$ cat src/rtl/addsub_seq16_pkg.sv
// Shared types and constants for the nibble-serial add/sub unit.
// Holds the FSM encoding and the counter width helper.
package addsub_pkg;

  typedef enum logic [1:0] {
    IDLE = 2'd0,
    RUN  = 2'd1,
    DONE = 2'd2
  } state_t;

  localparam int NIBBLE_W = 4;

  function automatic int cnt_w(input int n);
    return (n <= 2) ? 1 : $clog2(n);
  endfunction

endpackage

$ cat src/rtl/addsub_seq16_nibble_add4.sv
// Single 4-bit adder slice reused over every nibble.
// Purely combinational.
module nibble_add4 (
  input  logic [3:0] a,
  input  logic [3:0] b,
  input  logic       cin,
  output logic [3:0] s,
  output logic       cout
);

  assign {cout, s} = {1'b0, a} + {1'b0, b} + {4'b0000, cin};

endmodule

$ cat src/rtl/addsub_seq16.sv
// Nibble-serial add/subtract, LSB nibble first, carry kept in a register.
// Valid/ready request in, valid/ready response out.
module addsub_seq16
  import addsub_pkg::*;
#(
  parameter int WIDTH = 16
) (
  input  logic             clk,
  input  logic             rst_n,
  input  logic             req_valid,
  output logic             req_ready,
  input  logic [WIDTH-1:0] req_a,
  input  logic [WIDTH-1:0] req_b,
  input  logic             req_sub,
  output logic             rsp_valid,
  input  logic             rsp_ready,
  output logic [WIDTH-1:0] rsp_s,
  output logic             rsp_c,
  output logic             rsp_zero,
  output logic             rsp_ovf
);

  localparam int NIBBLES = WIDTH / NIBBLE_W;
  localparam int CW      = cnt_w(NIBBLES);
  localparam logic [CW-1:0] LAST = CW'(NIBBLES - 1);

  state_t           state;
  logic [WIDTH-1:0] a_q;
  logic [WIDTH-1:0] b_q;
  logic [WIDTH-1:0] res_q;
  logic             carry_q;
  logic             zero_q;
  logic [CW-1:0]    cnt_q;
  logic [3:0]       sum;
  logic             cout;
  logic             sum_nz;

  nibble_add4 u_slice (
    .a    (a_q[NIBBLE_W-1:0]),
    .b    (b_q[NIBBLE_W-1:0]),
    .cin  (carry_q),
    .s    (sum),
    .cout (cout)
  );

  assign sum_nz = |sum;
  assign rsp_s  = res_q;

  always_ff @(posedge clk or negedge rst_n) begin
    if (!rst_n) begin
      state     <= IDLE;
      req_ready <= 1'b1;
      rsp_valid <= 1'b0;
      rsp_c     <= 1'b0;
      rsp_zero  <= 1'b0;
      rsp_ovf   <= 1'b0;
      a_q       <= '0;
      b_q       <= '0;
      res_q     <= '0;
      carry_q   <= 1'b0;
      zero_q    <= 1'b0;
      cnt_q     <= '0;
    end else begin
      unique case (state)
        IDLE: begin
          if (req_valid) begin
            a_q       <= req_a;
            b_q       <= req_b ^ {WIDTH{req_sub}};
            carry_q   <= req_sub;
            cnt_q     <= '0;
            zero_q    <= 1'b1;
            req_ready <= 1'b0;
            state     <= RUN;
          end
        end
        RUN: begin
          a_q     <= a_q >> NIBBLE_W;
          b_q     <= b_q >> NIBBLE_W;
          res_q   <= {sum, res_q[WIDTH-1:NIBBLE_W]};
          carry_q <= cout;
          zero_q  <= zero_q & ~sum_nz;
          cnt_q   <= cnt_q + 1'b1;
          // On the last slice a_q/b_q hold the operand top nibbles
          if (cnt_q == LAST) begin
            rsp_c     <= cout;
            rsp_zero  <= zero_q & ~sum_nz;
            rsp_ovf   <= (a_q[3] == b_q[3]) &&
                         (sum[3] != a_q[3]);
            rsp_valid <= 1'b1;
            state     <= DONE;
          end
        end
        DONE: begin
          if (rsp_ready) begin
            rsp_valid <= 1'b0;
            req_ready <= 1'b1;
            state     <= IDLE;
          end
        end
        default: state <= IDLE;
      endcase
    end
  end

endmodule
$ cat config.mk
export PLATFORM = sky130hd
export DESIGN_NAME = addsub_seq16
export DESIGN_NICKNAME = d
export VERILOG_FILES = /design/src/rtl/addsub_seq16_pkg.sv /design/src/rtl/addsub_seq16_nibble_add4.sv /design/src/rtl/addsub_seq16.sv
export SDC_FILE = /design/constraint.sdc
export NUM_CORES = 1
export LEC_CHECK = 0
export CAP_MARGIN = 20
export CORE_MARGIN = 5
export CORE_UTILIZATION = 35
export DETAILED_ROUTE_END_ITERATION = 8
export PLACE_DENSITY_LB_ADDON = 0.15
export SYNTH_ARGS = -nofsm -noshare
export SYNTH_HDL_FRONTEND = slang
export SYNTH_SLANG_ARGS = --single-unit
$ cat constraint.sdc
create_clock -name clk -period 2.3 [get_ports clk]
set_clock_uncertainty 0.1 [all_clocks]
set_input_delay 0.23 -clock clk [delete_from_list [all_inputs] [get_ports clk]]
set_output_delay 0.23 -clock clk [all_outputs]
set_load 0.01 [all_outputs]
# Yosys cells after proc, flatten, opt, wreduce, memory -nomap -nowiden
# Cells that the tools add are included.
[word_totals]
regBits = 59
inputBits = 37
out_inout_bits = 21
elab_cells = 57
[op_classes]
addsub = 3
n_eq_ne = 8
mux = 20
bitwise_logic = 3
reduce_logical = 11
[op_table]
columns = ["operator", "n"]
rows = [
  ["$pmux 16 s2", 2],
  ["$mux 16", 2],
  ["$xor 16x16->16", 1],
  ["$reduce_and 3->1", 3],
  ["$mux 2", 4],
  ["$pmux 1 s2", 4],
  ["$mux 1", 6],
  ["$ne 2x2->1 const B", 3],
  ["$pmux 2 s3", 1],
  ["$reduce_bool 2->1", 3],
  ["$add 4x4->5", 1],
  ["$add 5x1->5", 1],
  ["$eq 2x2->1 const B", 2],
  ["$pmux 2 s2", 1],
  ["$reduce_and 2->1", 2],
  ["$reduce_or 4->1", 1],
  ["$add 2x1->2 const B", 1],
  ["$eq 2x1->1 const B", 1],
  ["$logic_not 2->1", 1],
  ["$and 1x1->1", 1],
  ["$eq 1x1->1", 1],
  ["$logic_and 1x1->1", 1],
  ["$ne 1x1->1", 1],
  ["$not 1->1", 1],
]

# Longest topological paths before layout
[logic_depth]
ltp_word = 6
ltp_mapped = 7
depth_no_buf = 7

# Hierarchy
# From an unflattened synthesis, not the netlist that was laid out.
[hier_totals]
hier_cells = 250
hier_area_um2 = 2894.0
[by_module_without_submodules]
columns = ["module", "n_inst", "cells_per_inst", "area_each_um2", "seq_area_each_um2"]
rows = [
  ["addsub_seq16", 1, 234, 2750.1, 1477.7],
  ["nibble_add4", 1, 16, 143.9, 0.0],
]

# Worst setup path after synthesis
# Ideal clock, no wire load.
[synth_timing]
kind = "register to register"
start = "register a_q[0]"
end = "register rsp_zero"
setup_ns = 0.127
arrival_time_ns = 1.652
required_ns = 2.073
path_slack_ns = 0.421
stages_incl_launch_ff = 7
n_path_buf = 0
period_less_slack_ns = 1.879
cell_sequence = "dfrtp_1 -> fa_1 -> inv_1 -> fa_1 -> and4b_1 -> o21ai_1 -> o21ai_0"
[synth_between]
elab_chain_len = 5
[synth_rtl]
columns = ["element", "line", "source"]
rows = [
  ["start, declared", "addsub_seq16.sv:28", "logic [WIDTH-1:0] a_q;"],
  ["start signal, assigned", "addsub_seq16.sv:67", "a_q <= req_a;"],
  ["start signal, assigned", "addsub_seq16.sv:77", "a_q <= a_q >> NIBBLE_W;"],
  ["$add 4x4->5", "addsub_seq16_nibble_add4.sv:11", "assign {cout, s} = {1'b0, a} + {1'b0, b} + {4'b0000, cin};"],
  ["$add 5x1->5", "addsub_seq16_nibble_add4.sv:11", ""],
  ["$reduce_or 4->1", "addsub_seq16.sv:46", "assign sum_nz = |sum;"],
  ["$not 1->1", "addsub_seq16.sv:86", "rsp_zero <= zero_q & ~sum_nz;"],
  ["$and 1x1->1", "addsub_seq16.sv:86", ""],
  ["end signal, assigned", "addsub_seq16.sv:86", ""],
  ["end, declared", "addsub_seq16.sv:19", "output logic rsp_zero,"],
]
# Every way passes these cells.
# A chain may end at the register's enable or synchronous reset.

# Worst setup path in the final report
# Same ends and word-level chain as after synthesis.

==> impl_metrics.sql <==
INSERT INTO impl_metrics (metric_group, metric, value, unit) VALUES
('detailed_routing', 'wire_per_inst', '14.3', 'um'),
('sta', 'layout_min_cycle_time', '1.97', 'ns'),
('clocking', 'clock_tree.htree_level_count', '3', ''),
('pwr', 'worst_ir_drop_vdd', '0.000410', 'V'),
('floorplan', 'io_pins', '58', ''),
('yosys', 'synthDominantAreaCellType', 'dfrtp_1', ''),
('yosys', 'edff_count_synth', '0', ''),
('worst_setup_path', 'critPathLaunchType', 'flip-flop', ''),
('finish', 'design_area', '3670', 'sq um'),
('floorplan', 'die_area', '9810', 'sq um'),
('sta', 'timing_hold_violations_final', '0', ''),
('detailed_routing', 'first_pass_iters', '4', ''),
('worst_setup_path', 'path_buf_inv', '1', ''),
('placed_design', 'placedInstanceArea', '3460', 'sq um'),
('finish', 'areaGrowthSynthToFinish', '32.3', '%'),
('floorplan', 'die-height', '99.0', 'um'),
('finish', 'final_core_utilization', '47.5', '%'),
('clocking', 'cts.sink_count', '59', ''),
('worst_setup_path', 'setup.reg_to_reg.worst_slack', '0.33', 'ns'),
('worst_setup_path', 'arrival', '2.08', 'ns'),
('grt', 'antenna_found_initial', '0', ''),
('grt', 'first_global_vias', '2259', ''),
('placed_design', 'place_hpwl', '4.63', 'mm'),
('yosys', 'synth-warning-count', '0', ''),
('clocking', 'cts.path.max_buffers', '2', ''),
('finish', 'drive_above_1_share', '9.94', '%'),
('sta', 'setup_total_neg_slack', '0', 'ns'),
('finish', 'fin_nets', '392', ''),
('floorplan', 'placement_rows', '32', ''),
('worst_setup_path', 'critical_path.max_stage_delay', '0.45', 'ns'),
('sta', 'tightest_pin_transition', '0.582', 'ns'),
('yosys', 'synth.top_cell.area_share', '52.3', '%'),
('yosys', 'yosysUniqueCellTypes', '35', ''),
('worst_setup_path', 'cpMostUsedCell', 'fa_1', ''),
('pwr', 'powerDensity', '1420', 'nW/um^2'),
('status', 'outcome', 'complete, no violations', ''),
('pwr', 'leakage', '0.00163', 'uW'),
('worst_setup_path', 'critical_path_required', '2.41', 'ns'),
('worst_setup_path', 'critical_path_class', 'reg -> reg', ''),
('job', 'cap_viol_max_count', '0', ''),
('detailed_routing', 'detail-route-antenna-nets', '0', ''),
('grt', 'grtUsageTotal', '14.2', '%'),
('yosys', 'ys_dominant_reg_cell', 'dfrtp_1', ''),
('grt', 'overflow', '0', ''),
('worst_setup_path', 'worstSetupStartpoint', 'a_q[0]$_DFFE_PN0P_', ''),
('finish', 'antenna_cells_inserted', '0', ''),
('placed_design', 'place.gp.congestion', '0.772', ''),
('clocking', 'clock_slew_at_reported_path_ffs', '0.07', 'ns'),
('yosys', 'synth_area_per_cell', '9.74', 'sq um'),
('sta', 'layout_worst_path_cycle_share', '85.6', '%'),
('yosys', 'ys_async_sr_fraction', '100', '%'),
('placed_design', 'buffer_ports.inserted', '57', ''),
('yosys', 'synth_top_cells_by_area', 'dfrtp_1 (52%), nand2_1 (8.7%), a21oi_1 (4.7%), o22ai_1 (4.1%), o21ai_0 (3.6%)', ''),
('worst_setup_path', 'r2r_start', 'a_q[0]$_DFFE_PN0P_', ''),
('clocking', 'tritoncts_clock_tree', 'yes', ''),
('detailed_routing', 'dr_total_vias', '2191', ''),
('sta', 'top_achievable_clock_speed', '508', 'MHz'),
('clocking', 'clk-insertion-delay-late', '0.33', 'ns'),
('worst_setup_path', 'crit_fanout', '3', ''),
('worst_setup_path', 'worstSetupPathDepth', '6', ''),
('floorplan', 'design.core.area', '7730', 'sq um'),
('yosys', 'mappedNetlistNets', '328', ''),
('sta', 'max_slew_margin', '61.2', '%'),
('yosys', 'postSynthRegisterBits', '59', ''),
('worst_setup_path', 'critPathTopFamily', 'adder cells', ''),
('detailed_routing', 'detail_route.vias_per_cell', '4.83', ''),
('detailed_routing', 'drt_drc_violations_left', '0', ''),
('worst_setup_path', 'setup.worst_path.end_class', 'flip-flop', ''),
('floorplan', 'floorplan.initialDensity', '35.9', '%'),
('worst_setup_path', 'reg2regPathDepth', '6', ''),
('worst_setup_path', 'slowest_stage', 'fa_1', '');
==> through the flow <==
stage / cells / worst slack, ns / hold WS, ns / total power [uW]
2_1_floorplan: 285 / 0.421 / -0.166 / 3420
3_3_place_gp: 439 / 0.357 / 0.165 / 4260
3_5_place_dp: 439 / 0.333 / 0.165 / 4310
4_1_cts: 454 / 0.320 / 0.341 / 5290
5_1_grt: 454 / 0.185 / 0.359 / 5670
6_report: 454 / 0.330 / 0.324 / 5210
==> Yosys cell counts (2+ instances only) <==
library cell / instances
a21oi_1: 26
a22o_1: 8
a22oi_1: 7
buf_2: 6
buf_4: 6
buf_6: 2
clkbuf_1: 3
dfrtp_1: 58
fa_1: 2
ha_1: 4
inv_1: 7
nand2_1: 64
nand2_2: 2
nor2_1: 12
nor2_2: 2
nor2b_1: 3
o21ai_0: 20
o21ai_1: 2
o22ai_1: 18
o31ai_1: 2
xnor2_1: 8
xor2_1: 10
==> metal layers <==
metal	vias to the layer above	global-route usage [%]	routed length, um
met5	-	0	0
met4	0	6.30	89
li1	1105	-	-
met1	1029	19.0	3130
met3	8	3.33	299
met2	49	21.7	2970
==> worst register-to-register path, delay by kind of cell (launching register included) <==
kind | cells | cell delay (ns)
adders and majority gates | 2 | 0.86
DFF | 1 | 0.41
buffers and inverters | 1 | 0.08
and+or+nand+nor | 1 | 0.21
AOI/OAI and AO/OA | 2 | 0.18
==> flip-flops by register name, summed over array words and instances (netlist names), 2 cells and up <==
| name | cells |
|---|---|
| cnt_q | 2 |
| a_q | 16 |
| state | 2 |
| b_q | 16 |
| rsp_s | 16 |
==> report_power, final <==
| group | leakage, uW | switching [uW] | internal (uW) | total, uW |
|---|---|---|---|---|
| Combinational | 0.000789 | 1240 | 1100 | 2340 |
| Sequential | 0.000735 | 375 | 1530 | 1910 |
| Clock | 0.000104 | 393 | 575 | 969 |
==> cells by family (layout without fill, tap and decap cells) <==
family,Yosys count,count (layout),share of synthesized area [%]
xor gates and xnor gates,18,18,5.68
adders and majority gates,6,6,3.25
buffers and inverters,24,91,4.87
and+or+nand+nor,89,89,13.4
AOI/OAI and AO/OA,89,89,19.6
DFF,59,59,53.2
==> area by class of cell <==
cell class              count  area, sq um
fillers                   764         4060
flip-flops and latches     59         1480
multi-input cells         202         1160
repair buffers             70          678
clock buffers              12          165
well taps                 102          128
clock inverters             2         35.0
inverters                   7         26.3
==> what timing repair did <==
item,CTS,global route
endpoints found under the hold margin,58,0
buffers inserted,0,0
hold buffers,1,0
endpoints found under the setup margin,0,0
gates resized for setup,0,0
==> worst max-delay path by stage <==
stage / to / slack, ns
final: rsp_zero$_DFFE_PN0P_ / 0.33
after CTS: rsp_zero$_DFFE_PN0P_ / 0.32
after detailed placement: rsp_zero$_DFFE_PN0P_ / 0.33
after global placement: rsp_zero$_DFFE_PN0P_ / 0.36
after floorplan: rsp_zero$_DFFE_PN0P_ / 0.42
after global routing: rsp_zero$_DFFE_PN0P_ / 0.19
(Power assumes the default switching activity.)
